**src/rtl/gb_serial.sv**
```systemverilog
// Link-port serial controller owning SB (FF01) and SC (FF02).
// Define SERIAL_CAPTURE_EN to add the cap_valid/cap_data logging ports.
module gb_serial #(
  parameter int CLKS_PER_BIT = 512
) (
  input  logic        clk,
  input  logic        reset,
  input  logic [15:0] addr,
  input  logic [7:0]  data_i,
  input  logic        wren,
  output logic [7:0]  data_o,
  output logic        irq_serial,
  output logic        sout,
  input  logic        sin,
  output logic        sclk_o,
  input  logic        sclk_i
`ifdef SERIAL_CAPTURE_EN
  ,
  output logic        cap_valid,
  output logic [7:0]  cap_data
`endif
);

  localparam int DW = (CLKS_PER_BIT > 2) ? $clog2(CLKS_PER_BIT) : 1;
  localparam logic [DW-1:0] DIV_LAST = DW'(CLKS_PER_BIT - 1);
  localparam logic [DW-1:0] DIV_HALF = DW'(CLKS_PER_BIT / 2);

  typedef enum logic [1:0] {
    IDLE,
    XFER_INT,
    XFER_EXT
  } state_t;

  state_t          r_state;
  logic [7:0]      r_sb;
  logic            r_sc_start;
  logic            r_sc_clk;
  logic [2:0]      r_bit_cnt;
  logic [DW-1:0]   r_div_cnt;
  logic            r_irq;
  logic [1:0]      r_sync;
  logic            r_sclk_q;

  state_t          w_state_nxt;
  logic [7:0]      w_sb_nxt;
  logic            w_start_nxt;
  logic            w_clk_nxt;
  logic [2:0]      w_bit_nxt;
  logic [DW-1:0]   w_div_nxt;
  logic            w_irq_nxt;
  logic            w_shift;
  logic            w_wr_sb;
  logic            w_wr_sc;
  logic            w_ext_rise;

  assign w_wr_sb    = wren && (addr == 16'hFF01);
  assign w_wr_sc    = wren && (addr == 16'hFF02);
  assign w_ext_rise = r_sync[1] & ~r_sclk_q;

  always_comb begin
    w_state_nxt = r_state;
    w_sb_nxt    = r_sb;
    w_start_nxt = r_sc_start;
    w_clk_nxt   = r_sc_clk;
    w_bit_nxt   = r_bit_cnt;
    w_div_nxt   = r_div_cnt;
    w_irq_nxt   = 1'b0;
    w_shift     = 1'b0;
    unique case (r_state)
      IDLE: w_div_nxt = '0;
      XFER_INT: begin
        if (r_div_cnt == DIV_LAST) begin
          w_shift   = 1'b1;
          w_div_nxt = '0;
        end else begin
          w_div_nxt = r_div_cnt + DW'(1);
        end
      end
      XFER_EXT: w_shift = w_ext_rise;
      default: w_state_nxt = IDLE;
    endcase
    if (w_shift) begin
      w_sb_nxt  = {r_sb[6:0], sin};
      w_bit_nxt = r_bit_cnt + 3'd1;
      if (r_bit_cnt == 3'd7) begin
        w_state_nxt = IDLE;
        w_start_nxt = 1'b0;
        w_irq_nxt   = 1'b1;
        w_div_nxt   = '0;
      end
    end
    // CPU write to SB beats a coincident shift; bit_cnt still advances
    if (w_wr_sb)
      w_sb_nxt = data_i;
    if (w_wr_sc) begin
      w_start_nxt = data_i[7];
      w_clk_nxt   = data_i[0];
      w_bit_nxt   = 3'd0;
      w_div_nxt   = '0;
      w_irq_nxt   = 1'b0;
      if (!data_i[7])
        w_state_nxt = IDLE;
      else if (data_i[0])
        w_state_nxt = XFER_INT;
      else
        w_state_nxt = XFER_EXT;
    end
  end

  always_ff @(posedge clk) begin
    if (reset) begin
      r_state    <= IDLE;
      r_sb       <= 8'h00;
      r_sc_start <= 1'b0;
      r_sc_clk   <= 1'b0;
      r_bit_cnt  <= 3'd0;
      r_div_cnt  <= '0;
      r_irq      <= 1'b0;
      r_sync     <= 2'b00;
      r_sclk_q   <= 1'b0;
    end else begin
      r_state    <= w_state_nxt;
      r_sb       <= w_sb_nxt;
      r_sc_start <= w_start_nxt;
      r_sc_clk   <= w_clk_nxt;
      r_bit_cnt  <= w_bit_nxt;
      r_div_cnt  <= w_div_nxt;
      r_irq      <= w_irq_nxt;
      r_sync     <= {r_sync[0], sclk_i};
      r_sclk_q   <= r_sync[1];
    end
  end

  assign irq_serial = r_irq;
  assign sout       = (r_state == IDLE) ? 1'b1 : r_sb[7];
  assign sclk_o     = (r_state == XFER_INT) ? (r_div_cnt >= DIV_HALF) : 1'b1;

  always_comb begin
    data_o = 8'hFF;
    if (addr == 16'hFF01)
      data_o = r_sb;
    else if (addr == 16'hFF02)
      data_o = {r_sc_start, 6'b111111, r_sc_clk};
  end

`ifdef SERIAL_CAPTURE_EN
  logic       r_cap_valid;
  logic [7:0] r_cap_data;

  always_ff @(posedge clk) begin
    if (reset) begin
      r_cap_valid <= 1'b0;
      r_cap_data  <= 8'h00;
    end else begin
      r_cap_valid <= w_wr_sc && (data_i == 8'h81);
      if (w_wr_sc && (data_i == 8'h81))
        r_cap_data <= r_sb;
    end
  end

  assign cap_valid = r_cap_valid;
  assign cap_data  = r_cap_data;
`endif

endmodule

```
**config.mk**
```make
export PLATFORM = sky130hd
export DESIGN_NAME = gb_serial
export DESIGN_NICKNAME = d
export VERILOG_FILES = /design/src/rtl/gb_serial.sv
export SDC_FILE = /design/constraint.sdc
export NUM_CORES = 1
export LEC_CHECK = 0
export CORE_MARGIN = 10
export CORE_UTILIZATION = 25
export CTS_BUF_LIST = sky130_fd_sc_hd__clkbuf_8
export CTS_CLUSTER_SIZE = 10
export DETAILED_ROUTE_END_ITERATION = 6
export PLACE_DENSITY = 0.59
export SLEW_MARGIN = 20
export SYNTH_ARGS = -nofsm -noshare
export SYNTH_HDL_FRONTEND = slang
export SYNTH_SLANG_ARGS = --single-unit
```
**constraint.sdc**
```tcl
create_clock -name clk -period 2.1 [get_ports clk]
set_clock_uncertainty 0.05 [all_clocks]
set_input_delay 0.21 -clock clk [delete_from_list [all_inputs] [get_ports clk]]
set_output_delay 0.21 -clock clk [all_outputs]
set_load 0.05 [all_outputs]
```
==> out/results.tsv <==
metric	value	unit
setup TNS	-0.0474	ns
largest net degree at the start of global routing	17	
share of cells above drive strength 1	0.282	
Min-Delay Startpoint	r_sync[0]	
CP bufs+invs	3	
die area	0.00973	sq mm
Post-synth EDFFs	0	
endpoints failing setup	1	
FILL cells	625	
global route overflow	0	
ANT nets after route	0	
Core ar.	0.00596	sq mm
RSZ-0062 raised after global routing	yes	
Final Total Pwr	0.916	mW
ranking of synthesized cells by area	dfxtp_1 (36%), mux2i_1 (8.4%), ha_1 (6.5%), a211oi_1 (3.4%), a21oi_1 (3.2%)	
CP Class	in -> out	
Worst Setup End Kind	primary output	
clk_lat worst skew	0.27	ns
multi-input logic area	973	sq um
Critical Path Start Type	input pin	
Register-to-Register Path Depth	7	
CP arrival	1.89	ns
Yosys top cell by area	dfxtp_1	
Power per Cell Area	399	mW/mm^2
number of diodes	0	
Slew headroom	0.646	
Yosys top cell area share	0.362	
H-tree levels	1	
count of cell types in the netlist	41	
RD Place Congestion	0.777	
HPWL after DPL	3100	um
number of synthesized register bits	28	
ys async rst share	0	
Via Count	1453	
Final Core Density	0.385	
GRT Total Usage	0.0805	
Leak	0.957	nW
final instance area	0.00229	sq mm
setup ws final	-0.0474	ns
family with the most delay on the worst path	simple AND/OR/NAND/NOR gates	
CTS tree	done	
initial antenna violation count	0	
DR vias/cell	4.81	
synth cell count leaders	dfxtp_1 (28), mux2i_1 (13), a21oi_1 (10), nor2_1 (10), nand3_1 (9)	
routed wire length	4130	um
row count	28	
status	finished, violations left	
Worst Tran Pin Value	0.530	ns
Port Buffer Count	39	
worst r2r src	r_div_cnt[5]	
fin crit period	2.15	ns
Reg clk slew, reported paths	0.09	ns
critical path peak fanout	2	
Max VDD drop	235	uV
r2r endpoint	r_div_cnt[2]	
I/O Pins	40	
Clock Tree Buf Depth	2	
Cell Area, Synth	0.00155	sq mm
Slew Viols, Final	0	
most frequent cell after synthesis	dfxtp_1	
fin crit share	1.02	
vias in the first global route	1464	
Die Y	98.7	um
Syn. warnings	0	
Area growth, synth to finish	48.4	%
CTS sink cnt	28	
sequential share of the synthesized area	0.362	
Register Area	562	sq um
ys flop type	dfxtp_1	
Initial Utilization	0.260	
crit-path max cell delay	0.54	ns
Hold Path Stages	1	
first-pass GRT wire length	6800	um
Syn Nets	203	
syn_area_per_cell	9.32	sq um
final hold violation count	0	
Placed Area	0.00218	sq mm
cts bufs inserted	3	
DRC Markers	0	
DP Worst Slack	-0.413	ns
Max-Cap Viols	0	
CP Cell Sequence	buf_6, or4_4, buf_6, or4_4, or3_4, buf_8	
CP max stage cell	or4_4	
fmax	466	MHz
DIE WIDTH	98.7	um
Hold Path Sink	r_sync[1]	
WL/cell	13.7	um
# hold bufs at CTS	0	
failing checks	setup timing	
router iterations before antenna repair	4	
Iteration-0 DRC Markers	70	
Syn Inst Count	166	
nets	266	
Worst Path Required	1.84	ns
Root Driver	clkbuf_8	
Min-Delay Path Class	reg -> reg	
reg2reg setup slack	0.09	ns
worst max-delay path by stage:
| stage | startpoint | end | cells past startpoint |
|---|---|---|---|
| finish | addr[4] | data_o[3] | 6 |
| global route | addr[4] | data_o[3] | 6 |
| CTS | addr[4] | data_o[5] | 5 |
| detailed placement | addr[3] | data_o[1] | 5 |
| global placement | addr[3] | data_o[1] | 5 |
| floorplan | addr[3] | data_o[1] | 5 |
report_power, final:
part,leakage [nW],switching [mW],internal [mW]
registers,0.226,0.000509,0.533
logic,0.709,0.0402,0.0584
clock network,0.0216,0.155,0.128
total,0.957,0.196,0.720
cell families (layout without fill, tap and decap cells):
kind of cell | Yosys count | count (layout) | share of synthesized area
and+or+nand+nor | 68 | 69 | 0.292
AOI/OAI and AO/OA | 33 | 33 | 0.138
DFF | 28 | 28 | 0.362
xor gates and xnor gates | 2 | 2 | 0.0113
adders and majority gates | 8 | 8 | 0.0647
buffers and inverters | 14 | 74 | 0.0469
muxes | 13 | 13 | 0.0841
cell usage in the layout (no fill, tap or decap), types with 4 or more instances in the layout:
cell type | synthesis | routed
a21oi_1 | 10 | 9
nand2_1 | 5 | 5
ha_1 | 8 | 8
buf_6 | 1 | 5
inv_1 | 5 | 5
o21ai_0 | 7 | 6
nor4b_1 | 4 | 4
dfxtp_1 | 28 | 27
buf_4 | 0 | 28
mux2i_1 | 13 | 13
nor3_1 | 4 | 4
nand3_1 | 9 | 9
or3_4 | 0 | 6
clkdlybuf4s50_1 | 0 | 15
a211oi_1 | 7 | 7
nor2_1 | 10 | 10
nor2b_1 | 5 | 5
dlygate4sd2_1 | 0 | 9
per-stage QoR:
stage | instances | hold slack (ns)
after CTS | 302 | 0.405
final | 302 | 0.395
after global placement | 296 | 0.371
after floorplan | 166 | 0.288
after global routing | 302 | 0.415
after detailed placement | 296 | 0.382
area by class of cell:
cell class | count | area share
Tap cell | 75 | 0.0409
Multi-Input combinational cell | 125 | 0.424
Clock buffer | 3 | 0.0180
Sequential cell | 28 | 0.245
Inverter | 5 | 0.00818
Timing Repair Buffer | 66 | 0.264
registers in the layout, summed over array words and instances, names as in the netlist:
signal / count
r_sync: 2
r_div_cnt: 9
r_sclk_q: 1
r_sc_clk: 1
r_sc_start: 1
r_bit_cnt: 3
irq_serial: 1
r_sb: 8
r_state: 2
timing repair:
action                     CTS  global route
setup endpoints to repair   14            11
pin swaps                    8             2
setup buffers                2             0
cloned                       1             0
resized for setup           30             9
per-layer routing:
| metal | vias to the layer above | GRT usage | share of wire | wire (um) |
|---|---|---|---|---|
| met5 | - | 0 | 0 | 0 |
| met4 | 0 | 0.0265 | 0.011 | 45 |
| met3 | 2 | 0.0203 | 0.054 | 223 |
| met2 | 34 | 0.128 | 0.47 | 1930 |
| met1 | 670 | 0.103 | 0.47 | 1940 |
| li1 | 747 | - | - | - |
No activity file was read; power rests on OpenSTA's default activity.
